[src/rtl/count_select_ctrl_pkg.sv]
// Shared types and default constants for the item-count selection controller.
package count_select_ctrl_pkg;

    typedef enum logic [1:0] {
        StSelect,
        StIssue,
        StDone
    } state_e;

    localparam int unsigned MAX_COUNT_DEF = 5;
    localparam int unsigned CNT_W_DEF     = 3;
    // Short debounce window so simulations stay fast.
    localparam int unsigned DB_CYCLES_SIM = 4;

endpackage

[src/rtl/btn_debounce.sv]
// Pushbutton conditioner: 2-flop synchronizer, stability-counter debounce and
// a registered one-cycle pulse on each debounced rising edge.
module btn_debounce #(
    parameter int unsigned DB_CYCLES = 20
) (
    input  logic clk,
    input  logic rst,
    input  logic btn,
    output logic press
);

    localparam int unsigned CW = $clog2(DB_CYCLES + 1);

    logic          s1_q, s2_q;
    logic          db_q, db_d;
    logic          db_prev_q;
    logic          press_q;
    logic [CW-1:0] cnt_q, cnt_d;

    // Any sample equal to the current level restarts the stability count.
    always_comb begin
        cnt_d = cnt_q;
        db_d  = db_q;
        if (s2_q == db_q) begin
            cnt_d = '0;
        end else if (cnt_q == CW'(DB_CYCLES - 1)) begin
            db_d  = s2_q;
            cnt_d = '0;
        end else begin
            cnt_d = cnt_q + CW'(1);
        end
    end

    always_ff @(posedge clk or posedge rst) begin
        if (rst) begin
            s1_q      <= 1'b0;
            s2_q      <= 1'b0;
            db_q      <= 1'b0;
            db_prev_q <= 1'b0;
            press_q   <= 1'b0;
            cnt_q     <= '0;
        end else begin
            s1_q      <= btn;
            s2_q      <= s1_q;
            db_q      <= db_d;
            db_prev_q <= db_q;
            press_q   <= db_q & ~db_prev_q;
            cnt_q     <= cnt_d;
        end
    end

    assign press = press_q;

endmodule

[src/rtl/count_select_ctrl.sv]
// Item-count selection front end: debounced adjust/confirm buttons, wrapping
// count selection and a req/ack item issue sequencer.
module count_select_ctrl
    import count_select_ctrl_pkg::*;
#(
    parameter int unsigned MAX_COUNT = MAX_COUNT_DEF,
    parameter int unsigned CNT_W     = CNT_W_DEF,
    parameter int unsigned DB_CYCLES = 20
) (
    input  logic             clk,
    input  logic             rst,
    input  logic             sw_dir,
    input  logic             btn_adj,
    input  logic             btn_ok,
    output logic [CNT_W-1:0] sel_count,
    output logic             busy,
    output logic             item_req,
    output logic [CNT_W-1:0] item_idx,
    input  logic             item_ack,
    output logic             done
);

    logic             adj_p, ok_p;
    logic             dir_s1_q, dir_q;
    state_e           state_q, state_d;
    logic [CNT_W-1:0] sel_q, sel_d;
    logic [CNT_W-1:0] idx_q, idx_d;

    btn_debounce #(.DB_CYCLES(DB_CYCLES)) u_db_adj (
        .clk   (clk),
        .rst   (rst),
        .btn   (btn_adj),
        .press (adj_p)
    );

    btn_debounce #(.DB_CYCLES(DB_CYCLES)) u_db_ok (
        .clk   (clk),
        .rst   (rst),
        .btn   (btn_ok),
        .press (ok_p)
    );

    always_comb begin
        state_d = state_q;
        sel_d   = sel_q;
        idx_d   = idx_q;
        unique case (state_q)
            StSelect: begin
                // Confirm takes priority; a simultaneous adjust is dropped.
                if (ok_p) begin
                    if (sel_q != '0) begin
                        idx_d   = '0;
                        state_d = StIssue;
                    end
                end else if (adj_p) begin
                    if (dir_q) begin
                        sel_d = (sel_q == CNT_W'(MAX_COUNT)) ? '0 : sel_q + CNT_W'(1);
                    end else begin
                        sel_d = (sel_q == '0) ? CNT_W'(MAX_COUNT) : sel_q - CNT_W'(1);
                    end
                end
            end
            StIssue: begin
                if (item_ack) begin
                    if (idx_q == sel_q - CNT_W'(1)) begin
                        state_d = StDone;
                    end else begin
                        idx_d = idx_q + CNT_W'(1);
                    end
                end
            end
            StDone:  state_d = StSelect;
            default: state_d = StSelect;
        endcase
    end

    always_ff @(posedge clk or posedge rst) begin
        if (rst) begin
            dir_s1_q <= 1'b0;
            dir_q    <= 1'b0;
            state_q  <= StSelect;
            sel_q    <= '0;
            idx_q    <= '0;
        end else begin
            dir_s1_q <= sw_dir;
            dir_q    <= dir_s1_q;
            state_q  <= state_d;
            sel_q    <= sel_d;
            idx_q    <= idx_d;
        end
    end

    assign sel_count = sel_q;
    assign item_idx  = idx_q;
    assign item_req  = (state_q == StIssue);
    assign busy      = (state_q == StIssue);
    assign done      = (state_q == StDone);

endmodule
[config.mk]
export PLATFORM = sky130hd
export DESIGN_NAME = count_select_ctrl
export DESIGN_NICKNAME = d
export VERILOG_FILES = /design/src/rtl/count_select_ctrl_pkg.sv /design/src/rtl/btn_debounce.sv /design/src/rtl/count_select_ctrl.sv
export SDC_FILE = /design/constraint.sdc
export NUM_CORES = 1
export LEC_CHECK = 0
export ABC_AREA = 1
export CAP_MARGIN = 5
export CORE_MARGIN = 2
export CORE_UTILIZATION = 49
export CTS_CLUSTER_SIZE = 28
export DETAILED_ROUTE_END_ITERATION = 10
export GPL_TIMING_DRIVEN = 0
export PLACE_DENSITY_LB_ADDON = 0.12
export SLEW_MARGIN = 20
export SYNTH_ARGS = -nofsm -noshare
export SYNTH_HDL_FRONTEND = slang
export SYNTH_SLANG_ARGS = --single-unit
[constraint.sdc]
create_clock -name clk -period 1.5 [get_ports clk]
set_clock_uncertainty 0.05 [all_clocks]
set_input_delay 0.3 -clock clk [delete_from_list [all_inputs] [get_ports clk]]
set_output_delay 0.3 -clock clk [all_outputs]
set_load 0.02 [all_outputs]
==> results of run 1 <==
cells in the final DEF, fill, tap and decap left out, drive strengths merged:
cell type	count
xnor2	3
clkdlybuf4s50	5
xor2	5
a31oi	1
clkdlybuf4s15	2
clkbuf	7
nand2	29
clkinv	1
dfrtp	30
o21ai	5
ha	8
nor2	25
and2	1
buf	14
nand3	12
inv	22
nor3b	2
dlygate4sd2	3
o211ai	1
a21oi	4
cells in the mapped netlist (all sizes together):
library cell  number  share of area [%]
dfrtp             30                 53
nand2             29                 10
nor2              25                7.7
inv               22                5.9
nand3             12                4.6
ha                 8                7.1
o21ai              5                1.8
xor2               5                3.1
a21oi              4                1.4
xnor2              3                1.9
nor3b              2                1.1
a31oi              1               0.44
and2               1               0.62
buf                1               0.53
o211ai             1               0.53
logic make-up after synthesis:
family | after synthesis | synth area share (%)
xor gates and xnor gates | 8 | 4.97
adders and majority gates | 8 | 7.11
AOI/OAI and AO/OA | 11 | 4.17
buffers and inverters | 23 | 6.39
DFF | 30 | 53.3
and+or+nand+nor | 69 | 24.1
per-stage QoR:
stage          area (sq um)  util [%]  TNS, ns
4_1_cts                1710      62.7   -0.228
3_3_place_gp           1620      59.3    -5.05
2_1_floorplan          1440         -   -0.159
3_5_place_dp           1620      59.3    -6.56
5_1_grt                1760      64.3   -0.545
6_report               1760      64.3   -0.111
what timing repair did:
item	4_1_cts	5_1_grt
pin swaps	6	7
resized for setup	21	12
buffers inserted	5	5
setup endpoints to repair	14	11
critical path: stages (launching register included):
cell     delay [ns]
dfrtp_2        0.40
inv_2          0.07
ha_4           0.16
ha_4           0.27
inv_4          0.03
nand2_2        0.05
nand2_2        0.06
nor2_4         0.10
nand2_4        0.08
nand2_4        0.08
o21ai_1        0.06
layer usage:
| layer | GRT usage [%] | up-vias | share of wire (%) |
|---|---|---|---|
| met5 | 0 | - | 0 |
| met3 | 4.24 | 5 | 3.8 |
| met4 | 10.3 | 0 | 1.8 |
| met2 | 26.6 | 17 | 49 |
| li1 | - | 522 | - |
| met1 | 21.0 | 484 | 45 |
power by group through the flow:
stage	combinational, W	clock, W	sequential, W
floorplan	0.0000445	0	0.000857
global placement	0.0000655	0	0.000859
detailed placement	0.0000686	0	0.000860
CTS	0.0000703	0.000504	0.000845
global route	0.0000812	0.000548	0.000848
finish	0.0000702	0.000482	0.000844
state kept, by name (all words and copies together) (netlist names):
register            count
u_db_adj.cnt_q          5
u_db_ok.cnt_q           5
item_idx                3
sel_count               3
state_q                 2
dir_q                   1
dir_s1_q                1
u_db_adj.db_prev_q      1
u_db_adj.db_q           1
u_db_adj.press          1
u_db_adj.s1_q           1
u_db_adj.s2_q           1
u_db_ok.db_prev_q       1
u_db_ok.db_q            1
u_db_ok.press           1
u_db_ok.s1_q            1
u_db_ok.s2_q            1
layout make-up:
class / count / area, sq um / area share [%]
Tap cell: 31 / 38.8 / 2.21
Clock buffer: 7 / 55.1 / 3.13
Multi-Input combinational cell: 96 / 614 / 35.0
Sequential cell: 30 / 756 / 43.0
Timing Repair Buffer: 24 / 198 / 11.3
Clock inverter: 1 / 5.00 / 0.285
Inverter: 22 / 90.1 / 5.13
worst paths after layout:
kind | end | slack, ns | depth (start not counted)
min in group clk | u_db_ok.s2_q$_DFF_PP0_ | 0.31 | 0
min reg2reg | u_db_ok.s2_q$_DFF_PP0_ | 0.31 | 0
max reg2reg | state_q[0]$_DFFE_PP0P_ | -0.03 | 10
max | state_q[0]$_DFFE_PP0P_ | -0.03 | 10
min | u_db_ok.s1_q$_DFF_PP0_ | 0.31 | 2
max in group asynchronous | item_idx[0]$_DFFE_PP0P_ | 0.67 | 2
==> results.yml, run 1 <==
run_status:
  status: "complete, but fails checks"
  violations: "setup timing"
sta:
  rsz0062_at_grt: "true"
  max-slew-margin-rel_pct: 60.5
  fin_crit_sh_pct: 102
  hold_viol: 0
  final.setup.worst_slack_ns: -0.0316
  fin_crit_ns: 1.53
  hold_ws_ns: 0.308
  tightest_slew_ns: 0.591
  fmaxAchievable_mhz: 653
  slew_violations: 0
  finalSetupViolations: 4
floorplanning:
  ioPinCount: 15
  rows: 19
  die_area_sq_mm: 0.00332
  initial_core_util_pct: 51.5
  design.core.area_sq_mm: 0.00273
  die_w_um: 57.6
  fp.dieH_um: 57.6
cts:
  cts_root_buffer: "clkbuf_4"
  cts_buffer_depth: 2
  postCtsHoldBufs: 0
  numCtsBuffers: 5
  path_clk_slew_ns: 0.09
  cts_htree_levels: 2
  clk_latency_ns: 0.31
  cts_tree: "yes"
  cts.sink_count: 30
global_route:
  antenna_found_initial: 0
  grt_pass1_wl_um: 4260
  overflow: 0
  grt_max_degree: 31
  grt.total_usage_pct: 16.9
  grt_pass1_vias: 1060
detailed_routing:
  drt-total-wl_um: 2270
  drt_iter0_drc: 25
  dr.pass1.iters: 4
  viasPerCell: 4.87
  avgRoutedWirePerCell_um: 10.8
  drc: 0
  via_count: 1028
  detail-route-antenna-nets: 0
critical_path:
  worstSetupStartpoint: "sel_count[1]$_DFFE_PP0P_"
  critPathCaptureType: "flip-flop"
  crit_path_max_fanout: 5
  critPathRequiredTime_ns: 1.66
  r2r-start: "sel_count[1]$_DFFE_PP0P_"
  worstSetupStartpointType: "flip-flop"
  crit_arrival_ns: 1.69
  crit_type: "flip-flop to flip-flop"
logic_synthesis:
  synth_cells: 149
  ys_seq_area_share_pct: 53.3
  synth_area_sq_mm: 0.00141
  yosysWarnings: 0
  synth_cell_types: 21
  ys_ff_latch: 30
  syn_nets: 163
  avgSynthCellArea_sq_um: 9.46
power_and_ir_drop:
  ir_drop_mv: 0.640
  power.total_w: 0.00140
  clkPwrFrac_pct: 34.5
  seq_power_share_pct: 60.5
  p_int_w: 0.00109
  p_sw_share_pct: 22.2
  p_switching_w: 0.000309
  powerDensity_mw_per_mm2: 795
  leakage_nw: 0.908
  combPwrFrac_pct: 5.0
finish:
  drive_gt1_share_pct: 27.2
  layout.cells.non_filler: 211
  fin_nets: 193
  n_fill_cell: 229
  area_growth_syn_to_layout_pct: 24.7
  antenna_cells: 0
placement:
  dpl.hpwl_um: 1610
  dp_slack_ns: -0.282
  portBuffers: 14
  place_congestion: 0.812
  dpl.cell_count: 194
job:
  maxCapViolCount: 0
hold_path:
  hold_class: "primary input to asynchronous set/reset pin"
(Power assumes the default switching activity.)
==> inputs of run 2 (changes only) <==
- MAX_ROUTING_LAYER: not set -> met4
- SLEW_MARGIN: 20 -> 30
==> run 2 against run 1 <==
Effect of this change:
- the flow still finishes with violations (setup timing)
- fmax did not move
- die area is the same
- worst setup slack unchanged
- via count is the same
- clock-buffer cell count stayed put
- combinational power about the same
- worst hold slack about the same
- register-to-register slack about the same
- clock power about the same
- total power barely moved
- critical path depth is the same
- cell count did not move
- critical path type unchanged
- largest cell class unchanged
==> results.yml, run 2 (synthesized netlist as in run 1, its figures left out) <==
run_status:
  status: "complete, but fails checks"
  violations: "setup timing"
placement:
  dp_slack_ns: -0.144
  place_area_sq_mm: 0.00162
  dpl.cell_count: 194
  portBuffers: 14
  place_congestion: 0.824
  dpl.hpwl_um: 1610
power_and_ir_drop:
  p_int_w: 0.00109
  p_switching_w: 0.000309
  ir_drop_mv: 0.641
  powerDensity_mw_per_mm2: 795
  clkPwrFrac_pct: 34.5
  leakage_nw: 0.908
  p_sw_share_pct: 22.2
  combPwrFrac_pct: 5.0
  seq_power_share_pct: 60.5
floorplanning:
  die_w_um: 57.6
  design.core.area_sq_mm: 0.00273
  die_area_sq_mm: 0.00332
  ioPinCount: 15
  rows: 19
  fp.dieH_um: 57.6
  initial_core_util_pct: 51.5
sta:
  fin_setup_tns_ns: -0.111
  slew_violations: 0
  fin_crit_ns: 1.53
  fmaxAchievable_mhz: 653
  hold_ws_ns: 0.308
  fin_crit_sh_pct: 102
  tightest_slew_ns: 0.591
  rsz0062_at_grt: "true"
  final.setup.worst_slack_ns: -0.0316
  hold_viol: 0
  finalSetupViolations: 4
  max-slew-margin-rel_pct: 60.5
critical_path:
  worstSetupStartpoint: "sel_count[1]$_DFFE_PP0P_"
  critPathRequiredTime_ns: 1.66
  r2r-start: "sel_count[1]$_DFFE_PP0P_"
  crit_type: "flip-flop to flip-flop"
  rr_worst_depth: 10
  r2r-end: "state_q[0]$_DFFE_PP0P_"
  worstSetupStartpointType: "flip-flop"
  rrSetupSlack_ns: -0.03
  crit_path_max_fanout: 5
  critPathCaptureType: "flip-flop"
  crit_arrival_ns: 1.69
global_route:
  grt_pass1_wl_um: 4260
  grt_max_degree: 31
  overflow: 0
  grt_pass1_vias: 1061
  grt.total_usage_pct: 17.4
  antenna_found_initial: 0
detailed_routing:
  drt-total-wl_um: 2270
  detail-route-antenna-nets: 0
  drt_iter0_drc: 22
  viasPerCell: 4.87
  avgRoutedWirePerCell_um: 10.8
  drc: 0
  dr.pass1.iters: 4
  via_count: 1028
finish:
  drive_gt1_share_pct: 27.2
  antenna_cells: 0
  layout.cells.non_filler: 211
  n_fill_cell: 229
  final_cell_mix: "dfrtp_1 (26), nor2_1 (23), nand2_1 (19)"
  regArea_sq_um: 756
  final_common_cell: "dfrtp_1"
  fin_nets: 193
  area_growth_syn_to_layout_pct: 24.7
  reg_top3: "u_db_adj.cnt_q: 5 flops, u_db_ok.cnt_q: 5 flops"
  multi_input_area_sq_um: 614
  final_cell_area_sq_mm: 0.00176
cts:
  cts_buffer_depth: 2
  cts_root_buffer: "clkbuf_4"
  numCtsBuffers: 5
  cts_htree_levels: 2
  clk_latency_ns: 0.31
  cts_tree: "yes"
  postCtsHoldBufs: 0
  path_clk_slew_ns: 0.09
  cts.sink_count: 30
hold_path:
  hold_class: "primary input to asynchronous set/reset pin"
job:
  maxCapViolCount: 0
run 2: power groups by stage:
stage               Clock, W  Combinational (W)  Sequential [W]
CTS                 0.000504          0.0000706        0.000845
global route        0.000548          0.0000812        0.000848
global placement           0          0.0000655        0.000859
detailed placement         0          0.0000690        0.000860
floorplan                  0          0.0000445        0.000857
finish              0.000482          0.0000703        0.000844
run 2: timing repair:
item | CTS | global route
pin swaps | 6 | 7
buffers inserted | 5 | 5
gates cloned | 0 | 0
hold endpoints to repair | 0 | 0
endpoints found under the setup margin | 14 | 11
resized for setup | 21 | 12
run 2: worst max path at each step:
stage	endpoint	slack, ns	cells past startpoint
6_report	state_q[0]$_DFFE_PP0P_	-0.03	10
4_1_cts	item_req	-0.07	4
3_5_place_dp	item_req	-0.14	5
5_1_grt	item_idx[2]$_DFFE_PP0P_	-0.11	10
2_1_floorplan	state_q[0]$_DFFE_PP0P_	-0.04	10
3_3_place_gp	sel_count[1]$_DFFE_PP0P_	-0.23	2
run 2: cell type report:
class	instances	area share [%]
clock inverter	1	0.285
tap	31	2.21
timing repair buffer	24	11.3
sequential	30	43.0
multi-input combinational	96	35.0
inverter	22	5.13
clock buffer	7	3.13
run 2: per-layer routing:
metal	part of all wire (%)	up-vias	track usage (%)
met3	3.8	5	4.24
met2	49	17	26.6
met1	45	484	21.0
li1	-	522	-
met5	0	-	-
met4	1.8	0	10.3
run 2: stage by stage:
step	power, W	util (%)
after floorplan	0.000902	-
after global placement	0.000924	59.3
after detailed placement	0.000929	59.3
after CTS	0.00142	62.7
after global routing	0.00148	64.3
final	0.00140	64.3
run 2: critical path, stage by stage (launching register included):
cell	delay [ns]
dfrtp_2	0.40
inv_2	0.07
ha_4	0.16
ha_4	0.27
inv_4	0.03
nand2_2	0.05
nand2_2	0.06
nor2_4	0.10
nand2_4	0.08
nand2_4	0.08
o21ai_1	0.06
